### config.mk
export PLATFORM = sky130hd
export DESIGN_NAME = lfsr_predict
export DESIGN_NICKNAME = d
export VERILOG_FILES = /design/src/rtl/lfsr_pkg.sv /design/src/rtl/lfsr_checker_predict.sv
export SDC_FILE = /design/constraint.sdc
export NUM_CORES = 1
export LEC_CHECK = 0
export BUFFER_PORTS_ARGS = -buffer_cell sky130_fd_sc_hd__buf_2
export CAP_MARGIN = 20
export CORE_ASPECT_RATIO = 2
export CORE_UTILIZATION = 33
export DETAILED_ROUTE_END_ITERATION = 7
export MAX_ROUTING_LAYER = met4
export PLACE_DENSITY = 0.9
export SLEW_MARGIN = 10
export SYNTH_ARGS = -nofsm -noshare
export SYNTH_HDL_FRONTEND = slang
export SYNTH_SLANG_ARGS = --single-unit
### constraint.sdc
create_clock -name vclk -period 1.6
set_input_delay 0.32 -clock vclk [all_inputs]
set_output_delay 0.32 -clock vclk [all_outputs]
set_load 0.005 [all_outputs]
### src/rtl/lfsr_pkg.sv
// Shared definitions for the PRBS checker: per-width tap masks, the single
// LFSR step used by both generator and checker, and the lock FSM states.
package lfsr_pkg;

    typedef enum logic [1:0] {
        HUNT   = 2'd0,
        VERIFY = 2'd1,
        LOCK   = 2'd2
    } state_t;

    // Feedback tap mask for a given state width (bit n-1 stands for tap n).
    function automatic logic [63:0] lfsr_taps(input int unsigned width);
        logic [63:0] taps;
        case (width)
            32'd8:   taps = 64'h0000_0000_0000_00B8;  // 8,6,5,4
            32'd16:  taps = 64'h0000_0000_0000_B400;  // 16,14,13,11
            32'd32:  taps = 64'h0000_0000_8020_0003;  // 32,22,2,1
            default: taps = 64'h0000_0000_0000_B400;
        endcase
        return taps;
    endfunction

    // One Fibonacci step: shift left, new LSB is the XOR of the tapped bits.
    function automatic logic [63:0] lfsr_next(input logic [63:0] state,
                                              input int unsigned width);
        logic [63:0] mask;
        logic        fb;
        if (width >= 32'd64) begin
            mask = {64{1'b1}};
        end else begin
            mask = (64'd1 << width) - 64'd1;
        end
        fb = ^(state & lfsr_taps(width));
        return {state[62:0], fb} & mask;
    endfunction

endpackage

### src/rtl/lfsr_checker_predict.sv
// lfsr_predict: expands the predictor seed into the POLY words expected on
// the next beat and the seed for the beat after. Purely combinational so it
// can sit in the generator chain as well.
module lfsr_predict
    import lfsr_pkg::*;
#(
    parameter int WIDTH = 16,
    parameter int POLY  = 8
) (
    input  logic [WIDTH-1:0]      pred,
    output logic [POLY*WIDTH-1:0] exp_beat,
    output logic [WIDTH-1:0]      pred_next
);

    logic [WIDTH-1:0] word_s;

    // Unroll the LFSR chain: word 0 is the seed, each later word one step on.
    always_comb begin
        word_s   = pred;
        exp_beat = {(POLY*WIDTH){1'b0}};
        for (int i = 0; i < POLY; i++) begin
            exp_beat[i*WIDTH +: WIDTH] = word_s;
            word_s = WIDTH'(lfsr_next(64'(word_s), WIDTH));
        end
        pred_next = word_s;
    end

endmodule

==> run_results.csv <==
group,metric,value,unit
detailed_routing,via_per_inst,3.56,
synthesis,ys_seq_area_share,0,%
worst_setup_path,crit_start,"pred[10]",
cts,post_cts_buffers,0,
sta,worst_pin_slew,0.318,ns
power_and_ir_drop,swShare,46.8,%
power_and_ir_drop,switchingPower,234,uW
power_and_ir_drop,p_clk_share,0,%
power_and_ir_drop,seqPwrFrac,0,%
sta,slew-limit-headroom,78.6,%
global_routing,grt_pass1_wl,2410,um
power_and_ir_drop,power.density,519,nW/um2
synthesis,synth.distinct_cells,4,
detailed_routing,wl_per_cell,9.92,um
floorplanning,core_area,3450,um2
finish,clkbuf_count,0,
finish,layout_common_cells,"buf_2, xnor2_1, buf_4",
global_routing,antenna_found_initial,0,
worst_setup_path,setup.worst_path.class,"primary input to output port",
floorplanning,die_h,87.4,um
detailed_routing,postRouteAntennaNets,0,
sta,setup-tns-final,0,ns
global_routing,grt-ovfl-total,0,
placement,place.gp.congestion,0.634,
global_routing,grtUsageTotal,8.17,%
run_status,run_status,"completed",
sta,timing.final.hold_violations,0,
finish,seq_cells,0,
floorplanning,die_w,44.7,um
floorplanning,dieArea,3910,um2
sta,finalSetupViolCount,0,
worst_hold_path,min_from,"pred[2]",
placement,io_buffers,130,
finish,seq_area,0,um2
detailed_routing,drt-total-wl,2030,um
worst_hold_path,min_path_type,"primary input to output port",
detailed_routing,vias,729,
detailed_routing,firstDrtPassIters,4,
worst_setup_path,worstPathArrival,1.16,ns
sta,drv_slew,0,
finish,area_delta_synth_final,-20.2,%
floorplanning,initial_core_util,34.9,%
synthesis,synth_area,1200,um2
finish,num_antenna_cells,0,
detailed_routing,drtIter0Drc,3,
synthesis,avgSynthCellArea,7.72,um2
sta,fmax,676,MHz
sta,fin_crit_sh,92.4,%
floorplanning,io_pins,160,
synthesis,synthTopCellsByArea,"buf_4, xnor2_1, xor2_1",
floorplanning,rows,30,
sta,min_period,1.48,ns
sta,rsz0062_at_grt,"no",
power_and_ir_drop,p_total,499,uW
synthesis,syn_nets,172,
worst_setup_path,crit_path_start_kind,"primary input",
synthesis,yosys_warnings,0,
placement,hpwl,1760,um
power_and_ir_drop,combPwrFrac,100.0,%
finish,drive_gt1_share,89.2,%
global_routing,grt_max_degree,12,
power_and_ir_drop,cellInternalPower,265,uW
power_and_ir_drop,power.leakage,0.000610,uW
worst_setup_path,cp_max_fo,8,
synthesis,netlist.area_leader.share,84.8,%
power_and_ir_drop,vdd_drop_max,160,uV
global_routing,grt_pass1_vias,488,
worst_setup_path,critPathCaptureType,"output port",
job,drv_cap,0,
synthesis,yosysTopAreaCell,"buf_4",
worst_setup_path,worst_ep_required_time,1.28,ns
finish,fin_nets,175,
synthesis,synth_cells,156,
finish,final_common_cell,"buf_2",
detailed_routing,route.detailed.drc,0,
## metal layers
layer,vias to the layer above,track usage [%],share of wire [%]
li1,334,-,-
met1,301,6.94,27
met2,76,15.5,50
met3,18,0,14
met4,0,6.61,8.6
met5,-,-,0
## synthesized netlist by cell type (all sizes together)
| master | instances |
|---|---|
| xor2 | 5 |
| buf | 136 |
| xnor2 | 15 |
## power by group through the flow
stage	Combinational (uW)	Clock (uW)	Sequential [uW]
finish	499	0	0
global route	553	0	0
CTS	503	0	0
detailed placement	501	0	0
global placement	491	0	0
floorplan	544	0	0
## cells by family (layout without fill, tap and decap cells)
kind of cell  after synthesis  count (layout)  share of synthesized area [%]
buf+inv                   136             137                           84.8
xor+xnor                   20              20                           15.2
## cell type report
type,count,area (um2)
Fill cell,396,2490
Multi-Input combinational cell,20,198
Tap cell,48,60.1
Timing Repair Buffer,137,703
## critical path: stages
cell and delay, ns:
buf_2 0.12, xor2_1 0.15, buf_4 0.14, xnor2_1 0.15, buf_4 0.16, buf_2 0.11
## path summary, 6_finish.rpt
check	cells past startpoint	slack [ns]	endpoint
worst max-delay path	6	0.12	exp_beat[101]
worst min-delay path	0	0.64	exp_beat[2]
## timing repair
action                     CTS  global route
hold buffers                 0             0
setup endpoints to repair    0             7
resized for setup            0             2
## stage by stage
stage / instances / setup WS [ns] / hold WS, ns / instance area (um2) / utilization (%)
2_1_floorplan: 156 / 0.140 / 0.721 / 1200 / -
3_3_place_gp: 205 / 0.0656 / 0.640 / 946 / 27.4
3_5_place_dp: 205 / 0.0419 / 0.640 / 946 / 27.4
4_1_cts: 205 / 0.0417 / 0.640 / 946 / 27.4
5_1_grt: 205 / 0.0422 / 0.640 / 961 / 27.8
6_report: 205 / 0.121 / 0.640 / 961 / 27.8
(Power assumes the default switching activity.)
